**src/rtl/board_pkg.sv**
```systemverilog
// Shared constants and types for the board scanner.
// Contents: default board placement (base, word count, first address past the board),
//           the 7-bit board word index type and the scanner FSM state enum.
package board_pkg;

  localparam logic [31:0] BOARD_BASE  = 32'h0000_1000;
  localparam int unsigned BOARD_WORDS = 100;
  localparam logic [31:0] BOARD_END   = 32'h0000_1190;

  typedef logic [6:0] board_idx_t;

  typedef enum logic [1:0] {
    StIdle,
    StAddr,
    StCapt,
    StOut
  } scan_state_e;

endpackage

```
**src/rtl/board_scanner_if.sv**
```systemverilog
// Bus bundle between the board scanner, the board RAM read port and the word consumer.
// master: scanner side (drives read request and output word, receives read data and ready).
// slave : RAM/consumer side (mirror image).
interface board_scanner_if;
  import board_pkg::*;

  logic [31:0] mem_addr;
  logic        mem_rd_en;
  logic [31:0] mem_rdata;
  logic        out_valid;
  logic        out_ready;
  board_idx_t  out_index;
  logic [31:0] out_data;

  modport master (
    output mem_addr,
    output mem_rd_en,
    input  mem_rdata,
    output out_valid,
    input  out_ready,
    output out_index,
    output out_data
  );

  modport slave (
    input  mem_addr,
    input  mem_rd_en,
    output mem_rdata,
    input  out_valid,
    output out_ready,
    input  out_index,
    input  out_data
  );

endinterface

```
**src/rtl/board_idx_counter.sv**
```systemverilog
// Board word index counter.
// Ports: clk, rst (sync, active-high); clear -> index 0; inc -> index+1, wrapping to 0
//        after N_WORDS-1; idx = current index; last = index is N_WORDS-1.
// clear has priority over inc.
module board_idx_counter
  import board_pkg::*;
#(
  parameter int unsigned N_WORDS = BOARD_WORDS
) (
  input  logic       clk,
  input  logic       rst,
  input  logic       clear,
  input  logic       inc,
  output board_idx_t idx,
  output logic       last
);

  localparam board_idx_t LastIdx = board_idx_t'(N_WORDS - 1);

  board_idx_t idx_q, idx_d;

  always_comb begin
    idx_d = idx_q;
    if (clear) begin
      idx_d = '0;
    end else if (inc) begin
      idx_d = (idx_q == LastIdx) ? '0 : idx_q + board_idx_t'(1);
    end
  end

  always_ff @(posedge clk) begin
    if (rst) begin
      idx_q <= '0;
    end else begin
      idx_q <= idx_d;
    end
  end

  assign idx  = idx_q;
  assign last = (idx_q == LastIdx);

endmodule

```
**src/rtl/board_scanner.sv**
```systemverilog
// Board scanner: reads N_WORDS consecutive 32-bit words from the board RAM and hands them
// one at a time to a ready/valid consumer, one word per three cycles at full rate.
// Ports: clk, rst (sync, active-high); start (begin a frame, seen only when idle);
//        continuous (roll straight into the next frame at frame end); busy (not idle);
//        frame_done (pulse on acceptance of the last word);
//        bus (master): mem_addr/mem_rd_en/mem_rdata read port, out_valid/out_ready/
//        out_index/out_data word stream.
module board_scanner
  import board_pkg::*;
#(
  parameter logic [31:0] BASE_ADDR = BOARD_BASE,
  parameter int unsigned N_WORDS   = BOARD_WORDS
) (
  input  logic            clk,
  input  logic            rst,
  input  logic            start,
  input  logic            continuous,
  output logic            busy,
  output logic            frame_done,
  board_scanner_if.master bus
);

  scan_state_e state_q, state_d;

  board_idx_t  idx;
  logic        idx_last;
  logic        cnt_clear;
  logic        cnt_inc;
  logic        capture;
  logic        accept;

  board_idx_t  out_index_q;
  logic [31:0] out_data_q;

  board_idx_counter #(
    .N_WORDS (N_WORDS)
  ) u_idx_counter (
    .clk   (clk),
    .rst   (rst),
    .clear (cnt_clear),
    .inc   (cnt_inc),
    .idx   (idx),
    .last  (idx_last)
  );

  assign accept = (state_q == StOut) && bus.out_ready;

  always_comb begin
    state_d   = state_q;
    cnt_clear = 1'b0;
    cnt_inc   = 1'b0;
    capture   = 1'b0;
    unique case (state_q)
      StIdle: begin
        if (start) begin
          cnt_clear = 1'b1;
          state_d   = StAddr;
        end
      end
      StAddr: begin
        state_d = StCapt;
      end
      // Address has been stable for a full cycle here, so both combinational and
      // one-cycle registered RAMs deliver valid data by the end of this state.
      StCapt: begin
        capture = 1'b1;
        state_d = StOut;
      end
      StOut: begin
        if (bus.out_ready) begin
          cnt_inc = 1'b1;
          // continuous only matters on the final-word handshake.
          state_d = (idx_last && !continuous) ? StIdle : StAddr;
        end
      end
      default: begin
        state_d = StIdle;
      end
    endcase
  end

  always_ff @(posedge clk) begin
    if (rst) begin
      state_q     <= StIdle;
      out_index_q <= '0;
      out_data_q  <= '0;
    end else begin
      state_q <= state_d;
      if (capture) begin
        out_index_q <= idx;
        out_data_q  <= bus.mem_rdata;
      end
    end
  end

  // Index only changes on acceptance, so the address is stable through ADDR and CAPT;
  // with index 0 in idle and after reset it also rests at BASE_ADDR.
  assign bus.mem_addr  = BASE_ADDR + {23'd0, idx, 2'b00};
  assign bus.mem_rd_en = (state_q == StAddr) || (state_q == StCapt);
  assign bus.out_valid = (state_q == StOut);
  assign bus.out_index = out_index_q;
  assign bus.out_data  = out_data_q;
  assign busy          = (state_q != StIdle);
  assign frame_done    = accept && idx_last;

endmodule

```
**src/flat_wrapper.sv**
```systemverilog
// flat-port wrapper written by rule: the top's interface ports become plain ports
module board_scanner_flat import board_pkg::*;
#(
  parameter logic [31:0] BASE_ADDR = BOARD_BASE,
  parameter int unsigned N_WORDS   = BOARD_WORDS
)
  (clk, rst, start, continuous, busy, frame_done, bus_mem_addr, bus_mem_rd_en, bus_mem_rdata, bus_out_valid, bus_out_ready, bus_out_index, bus_out_data);
  board_scanner_if bus_i ();
  input  logic clk;
  input  logic rst;
  input  logic start;
  input  logic continuous;
  output logic busy;
  output logic frame_done;
  output wire logic [$bits(bus_i.mem_addr)-1:0] bus_mem_addr;
  output wire logic [$bits(bus_i.mem_rd_en)-1:0] bus_mem_rd_en;
  input wire logic [$bits(bus_i.mem_rdata)-1:0] bus_mem_rdata;
  output wire logic [$bits(bus_i.out_valid)-1:0] bus_out_valid;
  input wire logic [$bits(bus_i.out_ready)-1:0] bus_out_ready;
  output wire logic [$bits(bus_i.out_index)-1:0] bus_out_index;
  output wire logic [$bits(bus_i.out_data)-1:0] bus_out_data;
  assign bus_mem_addr = bus_i.mem_addr;
  assign bus_mem_rd_en = bus_i.mem_rd_en;
  assign bus_i.mem_rdata = bus_mem_rdata;
  assign bus_out_valid = bus_i.out_valid;
  assign bus_i.out_ready = bus_out_ready;
  assign bus_out_index = bus_i.out_index;
  assign bus_out_data = bus_i.out_data;
  board_scanner #(.BASE_ADDR(BASE_ADDR), .N_WORDS(N_WORDS)) u_core (.clk(clk), .rst(rst), .start(start), .continuous(continuous), .busy(busy), .frame_done(frame_done), .bus(bus_i));
endmodule
```
**config.mk**
```make
export PLATFORM = sky130hd
export DESIGN_NAME = board_scanner_flat
export DESIGN_NICKNAME = d
export VERILOG_FILES = /design/src/rtl/board_pkg.sv /design/src/rtl/board_scanner_if.sv /design/src/rtl/board_idx_counter.sv /design/src/rtl/board_scanner.sv /design/src/flat_wrapper.sv
export SDC_FILE = /design/constraint.sdc
export NUM_CORES = 1
export LEC_CHECK = 0
export ABC_AREA = 1
export BUFFER_PORTS_ARGS = -buffer_cell sky130_fd_sc_hd__buf_2
export CORE_MARGIN = 2
export CORE_UTILIZATION = 38
export CTS_BUF_LIST = sky130_fd_sc_hd__clkbuf_4 sky130_fd_sc_hd__clkbuf_8 sky130_fd_sc_hd__clkbuf_16
export DETAILED_ROUTE_END_ITERATION = 8
export HOLD_SLACK_MARGIN = 0.08
export PLACE_DENSITY = 0.73
export SYNTH_ARGS = -nofsm -noshare
export SYNTH_HDL_FRONTEND = slang
export SYNTH_SLANG_ARGS = --single-unit
```
**constraint.sdc**
```tcl
create_clock -name clk -period 1.3 [get_ports clk]
set_input_delay 0.065 -clock clk [delete_from_list [all_inputs] [get_ports clk]]
set_output_delay 0.065 -clock clk [all_outputs]
set_load 0.05 [all_outputs]
```
==> summary.txt <==
Outcome
  – Status: finished, violations left
  – Violated checks: negative setup slack

Clocking
  – Root buffer cell: clkbuf_8
  – Clock sinks: 48
  – CTS Buf Count: 5
  – Clk pin slew, worst setup/hold paths: approximately 80 ps
  – H-tree levels: 2
  – CTS Buffer Depth: 2
  – CTS tree: yes
  – Clock Latency Late Sink: 290 ps

Placement
  – Pre-CTS WS: 16.33 ps
  – Gpl congestion: a little under 0.8
  – IO buf count: 86
  – Post-DP HPWL: approximately 3500 um

Min path
  – Type of the worst min-delay path: in -> reg
  – Hold_sp: bus_out_ready
  – WHS Path Cells: 3
  – WHS Endpoint: u_core.u_idx_counter.idx[1]

Worst setup path
  – Largest stage delay, worst path: 370 ps
  – Worst Path Max Fanout: 2
  – Crit. End Element: output pin
  – Worst-path cell chain: ha_4 -> nand2_2 -> inv_2 -> nand3_2 -> buf_6 -> nor2_4 -> buf_6
  – Reg2reg start: u_core.state_q[1]
  – Slowest-stage cell, CP: dfxtp_4
  – Setup crit start kind: flop
  – WP data arrival: between 1000 and 1500 ps
  – CP Class: reg -> out
  – R2r endpoint: u_core.u_idx_counter.idx[4]
  – Most frequent CP cell: buf_6
  – Reg-to-reg slack, setup: -40 ps
  – R2R cell count: 6
  – Worst Path Required: 1240 ps

Drt
  – Vias: 2,107
  – Wire length per cell: 11.80 um
  – Final ANT Viol Nets: 0
  – First drt pass iteration count: 4
  – Post-Route WL: 5548 um
  – Met3 routed WL: ~370 um
  – DR WL met2: 2716 um
  – DRC: 0
  – Vias per cell: 4.483
  – Max Used Layer: met4
  – Iteration-0 DRC Markers: 82
  – M1 WL: 2402 um

Synth
  – Post-Synth XOR/XNOR Area: 0
  – Synth Area in Simple Gates: 0.2050
  – Synth Warn #: 0
  – Synthesized area: slightly above 2000 um2
  – Mapped Cells: around 270
  – Yosys cell types: 26
  – Adder-Cell Fraction of Synth Area: 0.03041
  – Synth Area in Compound Gates: 0.1429
  – Register area share after synthesis: 0.4672
  – Largest family of logic cells by synthesized area: simple AND/OR/NAND/NOR gates
  – Post-Syn Area per Cell: 7.762 um2
  – #FFs+latches synth: 48
  – Mux contribution to synthesized area: 0

STA
  – RSZ-0062 raised after global routing: true
  – Final setup viols: 5
  – Hold Vio Cnt, Final: 0
  – Slew Limit Fails: 0
  – Setup TNS: -197.2 ps
  – Clk_skew: between 2 and 2.5 ps
  – Final worst path period share: 1.093
  – Setup ws final: -120.3 ps
  – Fmax: a little over 0.7 GHz
  – Min Tclk post-route: about 1400 ps

Global route
  – Vias in the first global route: 2,021
  – Total track usage: 0.1795
  – Largest net degree at the start of global routing: 41
  – First-pass GRT wire length: 8825 um
  – Initial antenna violation count: 0
  – Total grt overflow: 0

Floorplan
  – Die Width: roughly 78 um
  – Standard-cell row count: 26
  – # IOs: 112
  – Core area: 5172 um2
  – Die Ht: 77.58 um
  – Initial core utilization: 0.3977
  – Die ar.: around 6000 um2

Cells and area
  – Final Util: 0.6297
  – Antenna diode count: 0
  – Share of cells above drive strength 1: 0.3750
  – Most frequent cells in the layout: buf_2 (82), nor2_1 (74), dfxtp_1 (40)
  – # fillers: 464
  – Layout area overhead: 58.33%
  – Layout Nets: 441
  – Most common cell after layout, fill and taps aside: buf_2

Power and ir drop
  – Clock power frac: 0.130
  – Pleak: 1.633 nW
  – Switching share of power: 0.4996
  – Internal: 3.626 mW
  – Sequential power share: 0.300
  – Comb power frac: 0.570
  – Peak VDD IR: 1532 uV
  – Switch Pwr: approximately 3.6 mW
  – P per Cell Area: 2225 nW/um2

Job
  – Max Cap Viol: 0
critical path: cells and delay by family, from the launching register on:
kind / cells / cell delay, ps
DFF: 1 / 370
adders and majority gates: 1 / 140
and+or+nand+nor: 3 / 210
buffers and inverters: 3 / 360
layout make-up:
type                       instances  area, um2  share of cell area
tap                               70      87.58             0.02689
inverter                          19      82.58             0.02536
clock buffer                       8      97.59             0.02997
sequential                        48      980.9              0.3012
multi-input combinational        184      997.2              0.3062
timing repair buffer             141       1011              0.3104
stage by stage:
stage | instances | cell area (um2) | total power, mW | hold WS (ps)
6_report | 470 | 3257 | 7.246 | 125.4
5_1_grt | 470 | 3257 | 7.658 | 119.6
4_1_cts | 468 | 3127 | 6.888 | 103.9
3_5_place_dp | 425 | 2669 | 5.840 | 258.4
3_3_place_gp | 425 | 2669 | 5.792 | 264.2
2_1_floorplan | 288 | 2230 | 5.060 | 124.4
power by group through the flow:
stage	clock network (mW)	logic (mW)	registers, mW
finish	0.944	4.13	2.17
global route	1.05	4.38	2.23
CTS	0.971	3.76	2.15
detailed placement	0	3.66	2.18
global placement	0	3.62	2.17
floorplan	0	1.45	3.61
cells in the mapped netlist, drive strengths merged:
master | instances | area share
ha | 5 | 0.030
conb | 2 | 0.0037
nand3 | 1 | 0.0024
nand2 | 10 | 0.022
inv | 19 | 0.035
o21ai | 44 | 0.11
nor2 | 78 | 0.15
clkbuf | 7 | 0.013
nor3 | 3 | 0.0097
a211oi | 1 | 0.0037
a21oi | 10 | 0.024
a31oi | 1 | 0.0030
dfxtp | 48 | 0.47
nand4 | 3 | 0.015
buf | 30 | 0.10
nor3b | 2 | 0.0073
o22ai | 1 | 0.0030
worst max-delay path by stage:
stage                           startpoint                           to  slack (ps)
2_1_floorplan            u_core.state_q[0]            u_core.state_q[0]         -90
3_3_place_gp             u_core.state_q[0]       u_core.bus.out_data[4]          50
3_5_place_dp   u_core.u_idx_counter.idx[0]  u_core.u_idx_counter.idx[6]          20
4_1_cts        u_core.u_idx_counter.idx[1]                   frame_done        -140
6_report       u_core.u_idx_counter.idx[1]                   frame_done        -120
5_1_grt        u_core.u_idx_counter.idx[1]                   frame_done        -200
repair_timing:
| action | 4_1_cts | 5_1_grt |
|---|---|---|
| hold endpoints to repair | 33 | 0 |
| hold buffers | 33 | 0 |
| pin swaps | 1 | 8 |
| gates resized for setup | 6 | 31 |
| setup buffers | 2 | 2 |
| setup endpoints to repair | 2 | 31 |
per-layer routing:
metal / global-route usage / vias up
met3: 0.05465 / 6
li1: - / 1062
met1: 0.2100 / 956
met5: 0 / -
met4: 0.05179 / 0
met2: 0.3157 / 83
logic make-up after synthesis:
family	Yosys count
AOI/OAI and AO/OA	57
adders and majority gates	5
buffers and inverters	56
DFF	48
other	2
and+or+nand+nor	97
flip-flops by register name, indices dropped and copies added (netlist names):
register / count
u_core.bus.out_index: 7
u_core.u_idx_counter.idx: 7
u_core.state_q: 2
u_core.bus.out_data: 32
No activity file was read; power rests on OpenSTA's default activity.
